--- src/rtl/dsp_chain_sop_collector.sv ---
// Collects signed chain-result beats into saturating per-packet totals and
// drains them through a 2-entry valid/ready output queue.
//
// state | meaning
// IDLE  | no packet in progress; accumulator and count are zero
// ACCUM | packet open; accumulator/count/sat hold the partial result
`timescale 1ns/1ps
module dsp_chain_sop_collector #(
  parameter int IN_W  = 37,
  parameter int ACC_W = 48,
  parameter int CNT_W = 16
) (
  input  logic             clk,
  input  logic             reset,
  input  logic             in_valid,
  input  logic [IN_W-1:0]  in_data,
  input  logic             in_last,
  output logic             in_ready,
  output logic             out_valid,
  input  logic             out_ready,
  output logic [ACC_W-1:0] out_data,
  output logic [CNT_W-1:0] out_count,
  output logic             out_sat
);

  typedef enum logic {IDLE, ACCUM} state_t;

  localparam logic [ACC_W-1:0] ACC_MAX = {1'b0, {(ACC_W-1){1'b1}}};
  localparam logic [ACC_W-1:0] ACC_MIN = {1'b1, {(ACC_W-1){1'b0}}};

  state_t           state, state_nxt;
  logic [ACC_W-1:0] acc, acc_nxt;
  logic [CNT_W-1:0] cnt, cnt_nxt;
  logic             sat, sat_nxt;

  logic [1:0]       occ;
  logic [ACC_W-1:0] q0_data, q1_data;
  logic [CNT_W-1:0] q0_cnt, q1_cnt;
  logic             q0_sat, q1_sat;

  logic             accept, push, pop;
  logic [ACC_W:0]   sum;
  logic             ovf;
  logic [ACC_W-1:0] sum_clamped;
  logic [CNT_W-1:0] cnt_inc;

  // Both flags come straight from the occupancy register, so in_ready has
  // no combinational path from out_ready.
  assign in_ready  = (occ != 2'd2);
  assign out_valid = (occ != 2'd0);
  assign accept    = in_valid && in_ready;
  assign push      = accept && in_last;
  assign pop       = out_valid && out_ready;

  assign sum = {{(ACC_W-IN_W+1){in_data[IN_W-1]}}, in_data} + {acc[ACC_W-1], acc};
  assign ovf = (sum[ACC_W] != sum[ACC_W-1]);
  assign sum_clamped = !ovf ? sum[ACC_W-1:0] : (sum[ACC_W] ? ACC_MIN : ACC_MAX);
  assign cnt_inc = (&cnt) ? cnt : cnt + 1'b1;

  always_ff @(posedge clk or negedge reset) begin
    if (!reset) begin
      state <= IDLE;
      acc   <= '0;
      cnt   <= '0;
      sat   <= 1'b0;
    end else begin
      state <= state_nxt;
      acc   <= acc_nxt;
      cnt   <= cnt_nxt;
      sat   <= sat_nxt;
    end
  end

  always_comb begin
    state_nxt = state;
    acc_nxt   = acc;
    cnt_nxt   = cnt;
    sat_nxt   = sat;
    case (state)
      IDLE: begin
        if (accept && !in_last) begin
          acc_nxt   = sum_clamped;
          cnt_nxt   = cnt_inc;
          sat_nxt   = sat | ovf;
          state_nxt = ACCUM;
        end
      end
      ACCUM: begin
        if (accept) begin
          if (in_last) begin
            acc_nxt   = '0;
            cnt_nxt   = '0;
            sat_nxt   = 1'b0;
            state_nxt = IDLE;
          end else begin
            acc_nxt = sum_clamped;
            cnt_nxt = cnt_inc;
            sat_nxt = sat | ovf;
          end
        end
      end
      default: state_nxt = IDLE;
    endcase
  end

  // Push with pop is only possible at occupancy 1, so the new entry lands at the head.
  always_ff @(posedge clk or negedge reset) begin
    if (!reset) begin
      occ     <= 2'd0;
      q0_data <= '0;
      q0_cnt  <= '0;
      q0_sat  <= 1'b0;
      q1_data <= '0;
      q1_cnt  <= '0;
      q1_sat  <= 1'b0;
    end else begin
      case ({push, pop})
        2'b10: begin
          if (occ == 2'd0) begin
            q0_data <= sum_clamped;
            q0_cnt  <= cnt_inc;
            q0_sat  <= sat | ovf;
          end else begin
            q1_data <= sum_clamped;
            q1_cnt  <= cnt_inc;
            q1_sat  <= sat | ovf;
          end
          occ <= occ + 2'd1;
        end
        2'b01: begin
          q0_data <= q1_data;
          q0_cnt  <= q1_cnt;
          q0_sat  <= q1_sat;
          occ     <= occ - 2'd1;
        end
        2'b11: begin
          q0_data <= sum_clamped;
          q0_cnt  <= cnt_inc;
          q0_sat  <= sat | ovf;
        end
        default: ;
      endcase
    end
  end

  assign out_data  = q0_data;
  assign out_count = q0_cnt;
  assign out_sat   = q0_sat;

endmodule

--- config.mk ---
export PLATFORM = sky130hd
export DESIGN_NAME = dsp_chain_sop_collector
export DESIGN_NICKNAME = d
export VERILOG_FILES = /design/src/rtl/dsp_chain_sop_collector.sv
export SDC_FILE = /design/constraint.sdc
export NUM_CORES = 1
export LEC_CHECK = 0
export BUFFER_PORTS_ARGS = -buffer_cell sky130_fd_sc_hd__buf_2
export CAP_MARGIN = 40
export CORE_MARGIN = 1.5
export CORE_UTILIZATION = 45
export DETAILED_ROUTE_END_ITERATION = 12
export PLACE_DENSITY = 0.64
export SETUP_SLACK_MARGIN = 0.1
export SLEW_MARGIN = 40
export SYNTH_ARGS = -nofsm -noshare
export SYNTH_HDL_FRONTEND = slang
export SYNTH_SLANG_ARGS = --single-unit
--- constraint.sdc ---
create_clock -name clk -period 2.7 [get_ports clk]
set_input_delay 0.405 -clock clk [delete_from_list [all_inputs] [get_ports clk]]
set_output_delay 0.405 -clock clk [all_outputs]
set_load 0.005 [all_outputs]
Yosys cells after proc, flatten, opt, wreduce, memory -nomap -nowiden
Index checks and enable logic that the tools add are counted.
W data, S select, Z words.
{ "classes": {"n_div": 0, "muxes": 26, "magnitude_cmp": 0, "n_reduce_logical": 13, "n_shift": 0, "add_sub_neg": 4, "n_eq_ne": 8, "bitwise": 3, "multipliers": 0} }
{ "ops": {"columns": ["op", "n"], "rows": [
  ["$mux W48", 6],
  ["$pmux W48 S3", 1],
  ["$pmux W48 S2", 1],
  ["$mux W16", 5],
  ["$add A37 B48 Y49", 1],
  ["$pmux W16 S3", 1],
  ["$pmux W16 S2", 1],
  ["$add A16 B1 Y16 const B", 1],
  ["$reduce_and A16 Y1", 1],
  ["$mux W1", 7],
  ["$ne A2 B2 Y1 const B", 3],
  ["$reduce_and A2 Y1", 3],
  ["$eq A2 B2 Y1 const B", 2],
  ["$logic_and A1 B1 Y1", 4],
  ["$pmux W1 S2", 2],
  ["$pmux W2 S2", 1],
  ["$reduce_bool A2 Y1", 2],
  ["$pmux W1 S3", 1],
  ["$reduce_bool A3 Y1", 1],
  ["$add A2 B1 Y2 const B", 1],
  ["$eq A2 B1 Y1 const B", 1],
  ["$logic_not A2 Y1", 1],
  ["$ne A2 B1 Y1 const B", 1],
  ["$not A1 Y1", 2],
  ["4 further kinds", 4]
]} }
{ "totals": {"word_cells": 65, "latchBits": 0, "mem_count": 0, "reg_bits": 198, "romBits": 0, "ramBits": 0} }

Longest topological paths before layout
{ "logic_depth": {"word_depth": 6, "ltp_mapped": 15, "mapped_depth_nobuf": 13} }

Worst setup path before layout
No wires, ideal clock.
{ "synth_timing": {"path_kind": "input -> register", "startpoint": "input in_data[0]", "endpoint": "register q0_data[46], in the netlist out_data[46]", "t_required_ns": 2.576, "slack_ns": -0.298, "arrival_time_ns": 2.874, "cell_stages": 13, "path_cell_list": "ha_1 inv_1 fa_1 nor2b_1 o211ai_2 a21oi_2 a2111oi_4 or4b_1 a31oi_2 o2111ai_1 o311ai_1 a21oi_1 o31a_1"} }
{ "synth_via": {"elab_chain_cells": 5, "elab_cells_between_ends": 6, "cone_classes": "1 x add/sub; 1 x eq/ne; 4 x mux"} }
{ "synth_lines": {"columns": ["element", "line", "text"], "rows": [
  ["start, declared", "16", "input logic [IN_W-1:0] in_data,"],
  ["$add A37 B48 Y49 (*)", "55", "assign sum = {{(ACC_W-IN_W+1){in_data[IN_W-1]}}, in_data} + {acc[ACC_W-1], acc};"],
  ["$mux W48 / $ne A1 B1 Y1 (equally long branches)", "57, 56", null],
  ["$mux W48 (*)", "57", "assign sum_clamped = !ovf ? sum[ACC_W-1:0] : (sum[ACC_W] ? ACC_MIN : ACC_MAX);"],
  ["$mux W48", "119", "if (occ == 2'd0) begin"],
  ["$pmux W48 S3 (*)", "117", "case ({push, pop})"],
  ["end signal, assigned", "120", "q0_data <= sum_clamped;"],
  ["end signal, assigned", "131", "q0_data <= q1_data;"],
  ["end signal, assigned", "137", "q0_data <= sum_clamped;"],
  ["end, declared", "37", "logic [ACC_W-1:0] q0_data, q1_data;"]
]} }
Mark *: on every way between the ends. The rest lies on a longest branch, timed or not. The select of a mux whose other input is x is not followed.
A chain may end at the register's enable or synchronous reset.

Worst setup path in the final report
{ "layout_timing": {"startpoint": "register acc[0]", "endpoint": "register q0_data[46], in the netlist out_data[46]"} }
{ "layout_via": {"elab_chain_cells": 5, "elab_cells_between_ends": 6, "cone_classes": "1 x add/sub; 1 x eq/ne; 4 x mux"} }
{ "layout_lines": {"columns": ["element", "line", "text"], "rows": [
  ["start, declared", "32", "logic [ACC_W-1:0] acc, acc_nxt;"],
  ["start signal, assigned", "68", "acc <= acc_nxt;"],
  ["$add A37 B48 Y49 (*)", "55", null],
  ["$mux W48 / $ne A1 B1 Y1 (equally long branches)", "57, 56", null],
  ["$mux W48 (*)", "57", null],
  ["$mux W48", "119", null],
  ["$pmux W48 S3 (*)", "117", null]
]} }
Marks and branches as above.

==> results.cfg <==
[run_status]
status = finished with violations
violations = setup timing

[synth]
synth.largest_area_cell = dfrtp_1
synth_top_area_share_pct = 43.2
netlist_area_mm2 = 0.0115
synth.distinct_cells = 79
syn_nets = 1403
synth-main-ff-cell = dfrtp_1
synth_seq_cells = 198
synthCells = 1309
yosys-top-cells-area = dfrtp_1 43%, o21ai_0 8.2%, nand2_1 6.3%, a21oi_1 6.0%, ha_1 5.6%
yosysWarnings = 0
synth_edf_count = 0
syn_avg_cell_area_um2 = 8.77
synth_most_common_cell = dfrtp_1
async_flop_share_pct = 100
synthTopCellsByCount = 198 x dfrtp_1, 194 x nand2_1, 187 x o21ai_0
ys_seq_area_share_pct = 43.2

[worst_setup_path]
arrival_ps = 3440
cp_max_fo = 3
startpoint_type = flip-flop
crit_required_ps = 3030
cp-end-kind = flip-flop
crit_type = flip-flop to flip-flop

[global_routing]
antenna_found_initial = 0
grt_pass1_wl_um = 60200
grt_start_max_net_pins = 72
grt_pass1_vias = 11100
grt_overflow_total = 0
grtUsageTotal_pct = 29.2

[route]
wl_um = 38200
drt_iter0_drc = 772
via_per_inst = 5.66
antenna_left = 0
avgRoutedWirePerCell_um = 19.2
vias = 11300
first_pass_iters = 5
drc = 0

[finish]
antenna_cells = 0
layoutNonFillerInstCount = 1990
area_growth_pct = 43.9
nNetsFinal = 1741
layout-drive-gt1-share_pct = 39.2
finalInstanceArea_mm2 = 0.0165

[die]
start_util_pct = 45.7
die_y_um = 163
ios = 109
rows = 58
core_area_mm2 = 0.0251
dieArea_mm2 = 0.0265
die_w_um = 163

[place]
post_dp_cell_area_mm2 = 0.0144
io_buffer_count = 108
hpwl_um = 26800
place_congestion = 0.931
dp.cells = 1910

[timing]
fmax_ghz = 0.321
rsz0062_at_grt = true
period_needed_ps = 3120
setup_violations = 147
timing.final.crit_share_pct = 115
finalMaxSlewViolations = 0
finalClockSkew_ps = 13.9
hold_viol = 0
tightest_slew_ps = 641
fin_ws_ps = -415
slew_headroom_pct = 57.3

[min_path]
hold_class = input pin to flip-flop

[cts]
cts_made_buffers = 17
cts_sinks = 198
clkSlewWorstSetupHoldPaths_ps = 90
cts_tree = done
h-tree-depth = 4
root_buffer = clkbuf_16
ctsLongestPathBuffers = 2
clk_latency_ps = 450

[flow_run]
drv_cap = 0

[pwr]
p_leak_nw = 7.76
powerDensity_mw_per_mm2 = 1290
irDropWorstVdd_mv = 0.790
## flip-flops by register name (all words and copies together) (netlist names), named ones only
register / count
sat: 1
out_sat: 1
cnt: 16
q1_sat: 1
q1_cnt: 16
acc: 48
out_data: 48
q1_data: 48
occ: 2
out_count: 16
## routing by layer
metal	track usage, %	wire length, µm	vias to the layer above
met5	0	0	-
met4	8.51	823	0
met3	4.79	2280	59
met2	48.1	18300	329
met1	39.6	16800	5510
li1	-	-	5366
## cell families (layout without fill, tap and decap cells)
family	after synthesis	count (layout)	share of synthesized area, %
flip-flops	198	198	43.2
buffers and inverters	103	453	3.85
XOR/XNOR	56	56	4.34
AO/OA/AOI/OAI	490	490	25.7
multiplexers	6	6	0.523
AND/OR/NAND/NOR	401	402	16.4
adder cells (fa/ha/maj)	55	55	6.02
## final timing paths
kind	end	cells after the start	slack, ps	from
worst max-delay path	out_data[46]$_DFFE_PN0P_	13	-420	acc[0]$_DFFE_PN0P_
worst min-delay path	flip-flop	4	340	in_valid
worst max register to register	out_data[46]$_DFFE_PN0P_	13	-420	acc[0]$_DFFE_PN0P_
worst min register to register	out_count[11]$_DFFE_PN0P_	1	480	out_count[11]$_DFFE_PN0P_
max in group asynchronous	q1_data[42]$_DFFE_PN0P_	3	1430	reset
min in group asynchronous	out_data[11]$_DFFE_PN0P_	2	540	reset
## power breakdown
group	internal [mW]	total (mW)	leakage, nW	switching [mW]
clock network	1.37	2.77	0.310	1.40
registers	4.05	4.76	2.53	0.702
logic	6.37	13.7	4.92	7.35
## layout make-up
cell class | count | area (µm²)
clock buffers | 17 | 425
clock inverters | 15 | 218
fillers | 2083 | 8600
inverters | 23 | 88.8
multi-input cells | 1009 | 7310
flip-flops and latches | 198 | 4960
well taps | 330 | 413
repair buffers | 398 | 3100
## worst max-delay path, stage by stage, from the launching register on
cell and delay (ps):
dfrtp_1 400, ha_4 160, inv_2 40, fa_2 380
nor2b_4 140, o211ai_2 110, a21oi_2 210, a2111oi_4 120
or4b_4 520, a31oi_4 270, o2111ai_2 180, o311ai_4 130
a21oi_1 80, o31a_1 240
## metrics by stage
step | setup WS (ps) | power, mW | hold slack [ps] | utilization (%) | TNS, ps
2_1_floorplan | -175 | 11.1 | 109 | - | -7750
3_3_place_gp | -530 | 15.1 | 453 | 57.5 | -60720
3_5_place_dp | -698 | 15.3 | 461 | 57.5 | -83060
4_1_cts | -370 | 20.4 | 317 | 64.2 | -39210
5_1_grt | -517 | 22.5 | 355 | 65.8 | -63550
6_report | -415 | 21.2 | 343 | 65.8 | -45650
## timing repair
item	CTS	global route
hold buffers	1	0
resized for setup	187	63
pin swaps	62	40
hold endpoints to repair	1	0
gates cloned	2	0
setup buffers	30	15
endpoints found under the setup margin	147	150
## placed cells by master, fill, tap and decap left out, types with 11 or more instances in the layout
master	n
xnor2_1	26
a21oi_4	11
ha_1	42
dfrtp_1	195
or3_1	19
nand2_1	177
buf_4	242
buf_2	107
a21oi_1	81
a22o_1	13
xor2_1	22
o21ai_0	83
buf_12	18
buf_6	22
and3_1	18
nand4_1	24
nand3_1	14
clkbuf_16	17
a21oi_2	50
nand2b_1	11
inv_1	21
nor2_1	61
o21ai_1	81
o21ai_2	37
a21o_1	37
(Power assumes the default switching activity.)
